$ cat src/rtl/axis_adc_decimator.sv
// axis_adc_decimator
//   Decimates a two-channel ADC sample stream. The block adds up cfg_ratio
//   consecutive sample pairs for each channel. It applies an arithmetic right
//   shift to each sum, saturates the result to the sample width, and emits one
//   packed {chB, chA} word on an AXI-Stream master with a one-deep output
//   register.
//
//   Optional build macro: AXIS_ADC_DECIMATOR_ROUND_EN
//     When defined, 2^(cfg_shift-1) is added to each sum before the shift
//     (round-half-up). When undefined, the shift truncates toward -inf.
//
//   Parameters
//     AXIS_TDATA_WIDTH  sample / output field width (two's complement)
//     CNTR_WIDTH        decimation ratio and counter width
//     ACC_WIDTH         accumulator width, >= AXIS_TDATA_WIDTH + CNTR_WIDTH
//
//   Ports
//     aclk, areset                   clock, synchronous active-high reset
//     cfg_ratio                      samples per output, 0 disables the block
//     cfg_shift                      right shift applied at frame end
//     s00_axis_tvalid/tdata          channel A input (no tready)
//     s01_axis_tvalid/tdata          channel B input (no tready)
//     m_axis_tvalid/tready/tdata     result stream {chB, chA}
//     sts_overrun                    sticky: an unconsumed result was overwritten

// Per-channel accumulate / shift / saturate datapath.
module axis_adc_decimator_lane #(
    parameter int DW        = 16,
    parameter int ACC_WIDTH = 32
) (
    input  logic                 aclk,
    input  logic                 areset,
    input  logic                 clr,
    input  logic                 acc_en,
    input  logic                 frame_end,
    input  logic [4:0]           shift,
    input  logic [DW-1:0]        sample,
    output logic [DW-1:0]        result
);
    localparam logic signed [ACC_WIDTH:0] SAT_MAX = {{(ACC_WIDTH-DW+2){1'b0}}, {(DW-1){1'b1}}};
    localparam logic signed [ACC_WIDTH:0] SAT_MIN = {{(ACC_WIDTH-DW+2){1'b1}}, {(DW-1){1'b0}}};

    logic signed [ACC_WIDTH-1:0] acc;
    logic signed [ACC_WIDTH-1:0] smp_ext;
    logic signed [ACC_WIDTH-1:0] sum;
    logic signed [ACC_WIDTH:0]   sum_r;
    logic signed [ACC_WIDTH:0]   shr;

    assign smp_ext = {{(ACC_WIDTH-DW){sample[DW-1]}}, sample};
    assign sum     = acc + smp_ext;

    // One guard bit: the rounding bias can push a near-full-scale sum past
    // the accumulator range.
`ifdef AXIS_ADC_DECIMATOR_ROUND_EN
    logic signed [ACC_WIDTH:0] bias;
    assign bias  = (shift == 5'd0) ? '0 : ((ACC_WIDTH+1)'(1) << (shift - 5'd1));
    assign sum_r = {sum[ACC_WIDTH-1], sum} + bias;
`else
    assign sum_r = {sum[ACC_WIDTH-1], sum};
`endif

    assign shr = sum_r >>> shift;

    always_comb begin
        result = shr[DW-1:0];
        if (shr > SAT_MAX)
            result = SAT_MAX[DW-1:0];
        else if (shr < SAT_MIN)
            result = SAT_MIN[DW-1:0];
    end

    always_ff @(posedge aclk) begin
        if (areset || clr || frame_end)
            acc <= '0;
        else if (acc_en)
            acc <= sum;
    end
endmodule

module axis_adc_decimator #(
    parameter int AXIS_TDATA_WIDTH = 16,
    parameter int CNTR_WIDTH       = 16,
    parameter int ACC_WIDTH        = 32
) (
    input  logic                          aclk,
    input  logic                          areset,
    input  logic [CNTR_WIDTH-1:0]         cfg_ratio,
    input  logic [4:0]                    cfg_shift,
    input  logic                          s00_axis_tvalid,
    input  logic [AXIS_TDATA_WIDTH-1:0]   s00_axis_tdata,
    input  logic                          s01_axis_tvalid,
    input  logic [AXIS_TDATA_WIDTH-1:0]   s01_axis_tdata,
    input  logic                          m_axis_tready,
    output logic                          m_axis_tvalid,
    output logic [2*AXIS_TDATA_WIDTH-1:0] m_axis_tdata,
    output logic                          sts_overrun
);
    localparam int NUM_CH = 2;
    localparam int DW     = AXIS_TDATA_WIDTH;

    typedef enum logic {IDLE, ACCUM} state_t;

    state_t                       state, state_nxt;
    logic [CNTR_WIDTH-1:0]        cnt;
    logic [CNTR_WIDTH-1:0]        ratio_reg;
    logic                         accept;
    logic                         clr;
    logic                         acc_en;
    logic                         frame_end;
    logic [NUM_CH-1:0][DW-1:0]    smp_pk;
    logic [NUM_CH-1:0][DW-1:0]    res_pk;

    assign accept = s00_axis_tvalid & s01_axis_tvalid;
    assign smp_pk = {s01_axis_tdata, s00_axis_tdata};

    always_ff @(posedge aclk) begin
        if (areset)
            state <= IDLE;
        else
            state <= state_nxt;
    end

    always_comb begin
        state_nxt = state;
        clr       = 1'b0;
        acc_en    = 1'b0;
        frame_end = 1'b0;
        case (state)
            IDLE: begin
                clr = 1'b1;
                if (cfg_ratio != '0)
                    state_nxt = ACCUM;
            end
            ACCUM: begin
                if (accept) begin
                    if (cnt == ratio_reg - CNTR_WIDTH'(1)) begin
                        frame_end = 1'b1;
                        // ratio re-latches here; zero parks the block
                        if (cfg_ratio == '0)
                            state_nxt = IDLE;
                    end else begin
                        acc_en = 1'b1;
                    end
                end
            end
            default: state_nxt = IDLE;
        endcase
    end

    // ratio_reg only follows cfg_ratio at frame boundaries (and on leaving IDLE)
    always_ff @(posedge aclk) begin
        if (areset) begin
            cnt       <= '0;
            ratio_reg <= '0;
        end else if (state == IDLE) begin
            cnt <= '0;
            if (cfg_ratio != '0)
                ratio_reg <= cfg_ratio;
        end else if (frame_end) begin
            cnt       <= '0;
            ratio_reg <= cfg_ratio;
        end else if (acc_en) begin
            cnt <= cnt + CNTR_WIDTH'(1);
        end
    end

    for (genvar c = 0; c < NUM_CH; c++) begin : g_lane
        axis_adc_decimator_lane #(
            .DW        (DW),
            .ACC_WIDTH (ACC_WIDTH)
        ) u_lane (
            .aclk      (aclk),
            .areset    (areset),
            .clr       (clr),
            .acc_en    (acc_en),
            .frame_end (frame_end),
            .shift     (cfg_shift),
            .sample    (smp_pk[c]),
            .result    (res_pk[c])
        );
    end

    // One-deep output register: the freshest result always wins, and
    // overwriting a stalled beat is flagged as an overrun.
    always_ff @(posedge aclk) begin
        if (areset) begin
            m_axis_tvalid <= 1'b0;
            m_axis_tdata  <= '0;
            sts_overrun   <= 1'b0;
        end else if (frame_end) begin
            m_axis_tvalid <= 1'b1;
            m_axis_tdata  <= res_pk;
            if (m_axis_tvalid && !m_axis_tready)
                sts_overrun <= 1'b1;
        end else if (m_axis_tvalid && m_axis_tready) begin
            m_axis_tvalid <= 1'b0;
        end
    end
endmodule

$ cat config.mk
export PLATFORM = sky130hd
export DESIGN_NAME = axis_adc_decimator
export DESIGN_NICKNAME = d
export VERILOG_FILES = /design/src/rtl/axis_adc_decimator.sv
export SDC_FILE = /design/constraint.sdc
export NUM_CORES = 1
export LEC_CHECK = 0
export BUFFER_PORTS_ARGS = -buffer_cell sky130_fd_sc_hd__buf_2
export CELL_PAD_IN_SITES_DETAIL_PLACEMENT = 0
export CELL_PAD_IN_SITES_GLOBAL_PLACEMENT = 1
export CORE_MARGIN = 2
export CORE_UTILIZATION = 47
export DETAILED_ROUTE_END_ITERATION = 8
export GPL_ROUTABILITY_DRIVEN = 1
export PLACE_DENSITY = 0.9
export REMOVE_ABC_BUFFERS = 1
export SYNTH_ARGS = -nofsm -noshare
export SYNTH_HDL_FRONTEND = slang
export SYNTH_SLANG_ARGS = --single-unit
$ cat constraint.sdc
create_clock -name aclk -period 5.3 [get_ports aclk]
set_input_delay 1.325 -clock aclk [delete_from_list [all_inputs] [get_ports aclk]]
set_output_delay 1.325 -clock aclk [all_outputs]
set_load 0.03 [all_outputs]
# After elaboration in Yosys (flattened, before gate mapping)
# Cells that the tools add are included.
# W data, S select, Z words.
# totals
word_cells,55
out_inout_bits,34
regBits,131
inputBits,58
# classes
eq_ne,2
muxes,21
n_shift,2
reduce_logical,12
addsub,4
bitwise_logic,2
n_lt_le_gt_ge,4
# op_table
cell,n
$mux W16,7
$gt A33 B16 Y1 const B,2
$lt A33 B16 Y1 const B,2
$sshr A32 B5 Y33,2
$add A32 B16 Y32,2
$add A16 B1 Y16 const B,1
$eq A16 B16 Y1,1
$logic_not A16 Y1,1
$reduce_bool A16 Y1,1
$sub A16 B1 Y16 const B,1
$mux W1,13
$reduce_and A2 Y1,2
$reduce_bool A2 Y1,2
$reduce_or A3 Y1,1
$logic_and A1 B1 Y1,2
$logic_or A1 B1 Y1,2
$ne A2 B1 Y1 const B,1
$pmux W1 S2,1
$and A1 B1 Y1,1
$logic_not A1 Y1,1
$not A1 Y1,1

# Longest topological paths before layout
# depth
ltp_word,7
mapped_depth,17
mapped_depth_nobuf,15

# By module
# From an unflattened synthesis, not the netlist that was laid out.
# unflattened
cells_unflattened,1908
area_unflattened_um2,14363.8
# modules_own_cells
mod,cells_per_inst,n_inst,seq_area_each_um2,area_each_um2
axis_adc_decimator_lane,779,2,640.6,5560.3
axis_adc_decimator,350,1,1341.3,3243.1

# Least setup slack after synthesis
# No wires, ideal clock.
# synth_timing
kind,input -> register
from,input port s01_axis_tdata[0]
to,register m_axis_tdata[29]
n_path_buf,1
t_required_ps,5160
setup_slack_ps,347
arrival_time_ps,4813
setup_time_ps,140
stages,16
cell_sequence,ha_1 fa_1 a21o_1 a221oi_4 o21ai_4 a21oi_2 a21oi_1 or3_1 a221o_1 a21oi_2 nand4_1 a21oi_1 nand3_1 o31ai_4 buf_6 o32ai_2
# synth_between
elab_chain_len,5
word_cells_on_any_way,6
cone_classes,1 x add/sub; 2 x order compare; 1 x shift; 2 x mux
# synth_lines
item,line,rtl
start: declaration,92,"input logic [AXIS_TDATA_WIDTH-1:0] s01_axis_tdata,"
$add A32 B16 Y32 (*),50,assign sum = acc + smp_ext;
$sshr A32 B5 Y33 (*),62,assign shr = sum_r >>> shift;
$lt A33 B16 Y1,68,else if (shr < SAT_MIN)
$mux W16,68,
$mux W16 (*),66,if (shr > SAT_MAX)
end signal: assignment,192,m_axis_tdata <= res_pk;
end: declaration,95,"output logic [2*AXIS_TDATA_WIDTH-1:0] m_axis_tdata,"
# Mark *: on every way between the ends. The rest lies on a longest branch, timed or not.
# A chain may end at the register's enable or synchronous reset.

# Final worst setup path
# layout_timing
from,input port s01_axis_tdata[0]
to,register m_axis_tdata[30]
# Same word-level chain as after synthesis.

==> impl_metrics.tcl <==
set metrics [dict create \
    outcome "complete, no violations" \
    track_usage 0.293 \
    dr_wl_met2_um 19900 \
    dp_slack_ns -0.166 \
    async_reset_ff_frac 0 \
    cts_tree "done" \
    holdWs_ns 0.490 \
    worst_setup_path_end_kind "register" \
    io_buffers 91 \
    max_slew.worst_pin.slew_ns 0.878 \
    grt_max_degree 64 \
    drive_above_1_share 0.220 \
    vias_per_cell 6.14 \
    drtIter0Drc 1373 \
    setup_ws_ns 0.223 \
    fp.dieW_um 174 \
    clk_pin_slew_worst_paths_ns 0.07 \
    synth_area_um2 13600 \
    clk_path_buf_depth 2 \
    critPathLaunchType "primary input" \
    worstHoldPathType "register to register" \
    start_util 0.476 \
    nets 2076 \
    syn_avg_cell_area_um2 7.67 \
    dr.pass1.iters 5 \
    top_regs "g_lane.u_lane.acc (64), m_axis_tdata (32)" \
    r2r_setup_slack_ns 0.89 \
    yosysMostFrequentCell "nor2_1" \
    design.die.area_um2 30300 \
    num_vias 14400 \
    rr_startpoint "g_lane[1].u_lane.acc[0]" \
    ir_worst_vdd_mv 0.220 \
    synthFlopType "dfxtp_1" \
    synth_cell_types 108 \
    die_y_um 174 \
    cts_max_level 4 \
    yosys.area_share.xor_xnor 0.0570 \
    grt_pass1_vias 13500 \
    cpPeakStageDelay_ns 0.51 \
    gr-total-overflow 0 \
    setup_violations 0 \
    synth_fa_ha_area_frac 0.0619 \
    ys_seq_elements 131 \
    synth_top_area_share 0.193 \
    topRoutingLayerUsed "met4" \
    crit_type "primary input to register" \
    dp_hpwl_um 34200 \
    synth_simple_gate_area_frac 0.225 \
    reg2reg_to "m_axis_tdata[30]" \
    whs_endpoint "g_lane[1].u_lane.acc[7]" \
    rows 62 \
    slew_headroom 0.414 \
    yosysWarnings 0 \
    dp_cells 2317 \
    top_register "g_lane.u_lane.acc" \
    final_util 0.565 \
    synth_edf_count 0 \
    numCtsBuffers 17 \
    drt-total-wl_um 44900 \
    hold_depth 2 \
    crit_required_ns 5.67 \
    max_clock_freq_ghz 0.197 \
    design.portCount 92 \
    hp-start "g_lane[1].u_lane.acc[7]" \
    postRouteAntennaNets 0 \
    maxSlewViolCount 0 \
    leakage_uw 0.00701 \
    synthToLayoutAreaGrowth_pct 18.8 \
    postSynthCellCount 1771 \
    grt_pass1_wl_um 72100 \
    layout_min_cycle_time_ns 5.08 \
    rsz0062_at_grt "no" \
    numClockSinks 131 \
    clock_latency_ns 0.46 \
    wl_met3_um 3400 \
    finalPower_uw 3570 \
    fin_skew_ns 0.0159 \
    crit_fanout 15 \
    clockRootBuffer "clkbuf_16" \
    slowest_stage "o311a_4" \
    arrival_ns 5.45 \
    synth_top_family_by_area "compound AO/OA/AOI/OAI gates" \
    met1Wirelength_um 20800 \
    antenna_found_initial 0 \
    drv_cap 0 \
    fin_cells 2349 \
    largest_reg_flops 64 \
    n_antenna_cell 0 \
    synth_area_leaders "dfxtp_1, mux2i_1, nor2_1" \
    synth_common_cells "nor2_1, nand2_1, dfxtp_1" \
    cp_cell_sequence "buf_2 -> ha_1 -> fa_1 -> a21o_1 -> a221oi_4 -> o21ai_4 -> a21oi_2 -> nand2_1 -> xnor2_1 -> buf_4 -> a221oi_2 -> o22ai_1 -> a211oi_1 -> and4_1 -> nand4_1 -> o311a_4 -> o32ai_1" \
    synth_largest_area_cell "dfxtp_1" \
    wl_per_cell_um 19.1 \
    gp_congestion 0.975 \
    report.final.hold_viol_count 0 \
    core_area_um2 28500 \
    synth_mux_area_frac 0.116 \
    post_cts_buffers 0 \
    period_share 0.958 \
    reg2reg_depth 16 \
    remaining_drc_errors 0 \
    p_per_area_nw_per_um2 221 \
    ys_seq_area_frac 0.193 \
    synth_compound_gate_area_share 0.295 \
]
[per-layer routing]
layer,GRT usage,up-vias
met1,0.412,6788
met2,0.459,594
met3,0.0512,48
li1,-,7000
met4,0.0816,0
met5,0,-
[cells by family (layout without fill, tap and decap cells)]
group                      after synthesis  after routing
AOI/OAI and AO/OA                      543            543
adders and majority gates               66             66
buffers and inverters                  158            352
and+or+nand+nor                        652            652
xor gates and xnor gates                85             85
muxes                                  136            136
DFF                                    131            131
[worst max-delay path by stage]
stage	slack, ns	endpoint	start
3_3_place_gp	-0.05	m_axis_tdata[30]	s01_axis_tdata[0]
4_1_cts	0.32	m_axis_tdata[30]	s01_axis_tdata[0]
6_report	0.22	m_axis_tdata[30]	s01_axis_tdata[0]
2_1_floorplan	0.17	m_axis_tdata[17]	s01_axis_tdata[0]
3_5_place_dp	-0.17	m_axis_tdata[30]	s01_axis_tdata[0]
5_1_grt	0.007	m_axis_tdata[9]	s00_axis_tdata[0]
[critical path: cells and delay by family]
family,cells,cell delay [ns]
buffers and inverters,2,0.26
AO/OA/AOI/OAI,9,2.50
adder cells (fa/ha/maj),2,0.62
XOR/XNOR,1,0.15
AND/OR/NAND/NOR,3,0.56
[power by group]
part	switching (uW)	internal, uW
clock network	525	748
logic	739	526
registers	20.7	1010
[what timing repair did]
action	4_1_cts	5_1_grt
resized for setup	0	3
endpoints found under the hold margin	0	0
hold buffers	0	0
endpoints found under the setup margin	0	9
[metrics by stage]
step	cell area, um^2	setup TNS (ns)
after floorplan	13000	0
after global placement	15500	-0.883
after detailed placement	15500	-2.74
after CTS	16100	0
after global routing	16100	0
final	16100	0
[cell type report]
class                   count  area [um^2]
fillers                  2745        12400
multi-input cells        1482        10300
flip-flops and latches    131         2620
repair buffers            289         2020
well taps                 384          480
clock buffers              19          433
clock inverters            13          174
inverters                  31          116
[placed cells by master, fill, tap and decap left out, types with 13 or more instances in the layout]
cell type	instances
a211oi_1	63
a21o_1	27
a21oi_1	125
a221oi_1	13
and2_1	15
and3_1	19
buf_2	91
buf_4	192
clkbuf_16	17
dfxtp_1	131
ha_1	64
inv_1	27
mux2_2	13
mux2i_1	105
mux4_2	15
nand2_1	141
nand3_1	39
nand4_1	29
nor2_1	280
nor3_1	32
nor4_1	13
o211ai_1	25
o21ai_0	84
o22ai_1	14
or3_1	27
xnor2_1	51
xor2_1	30
Note: power is estimated with default switching activity, not from simulation.
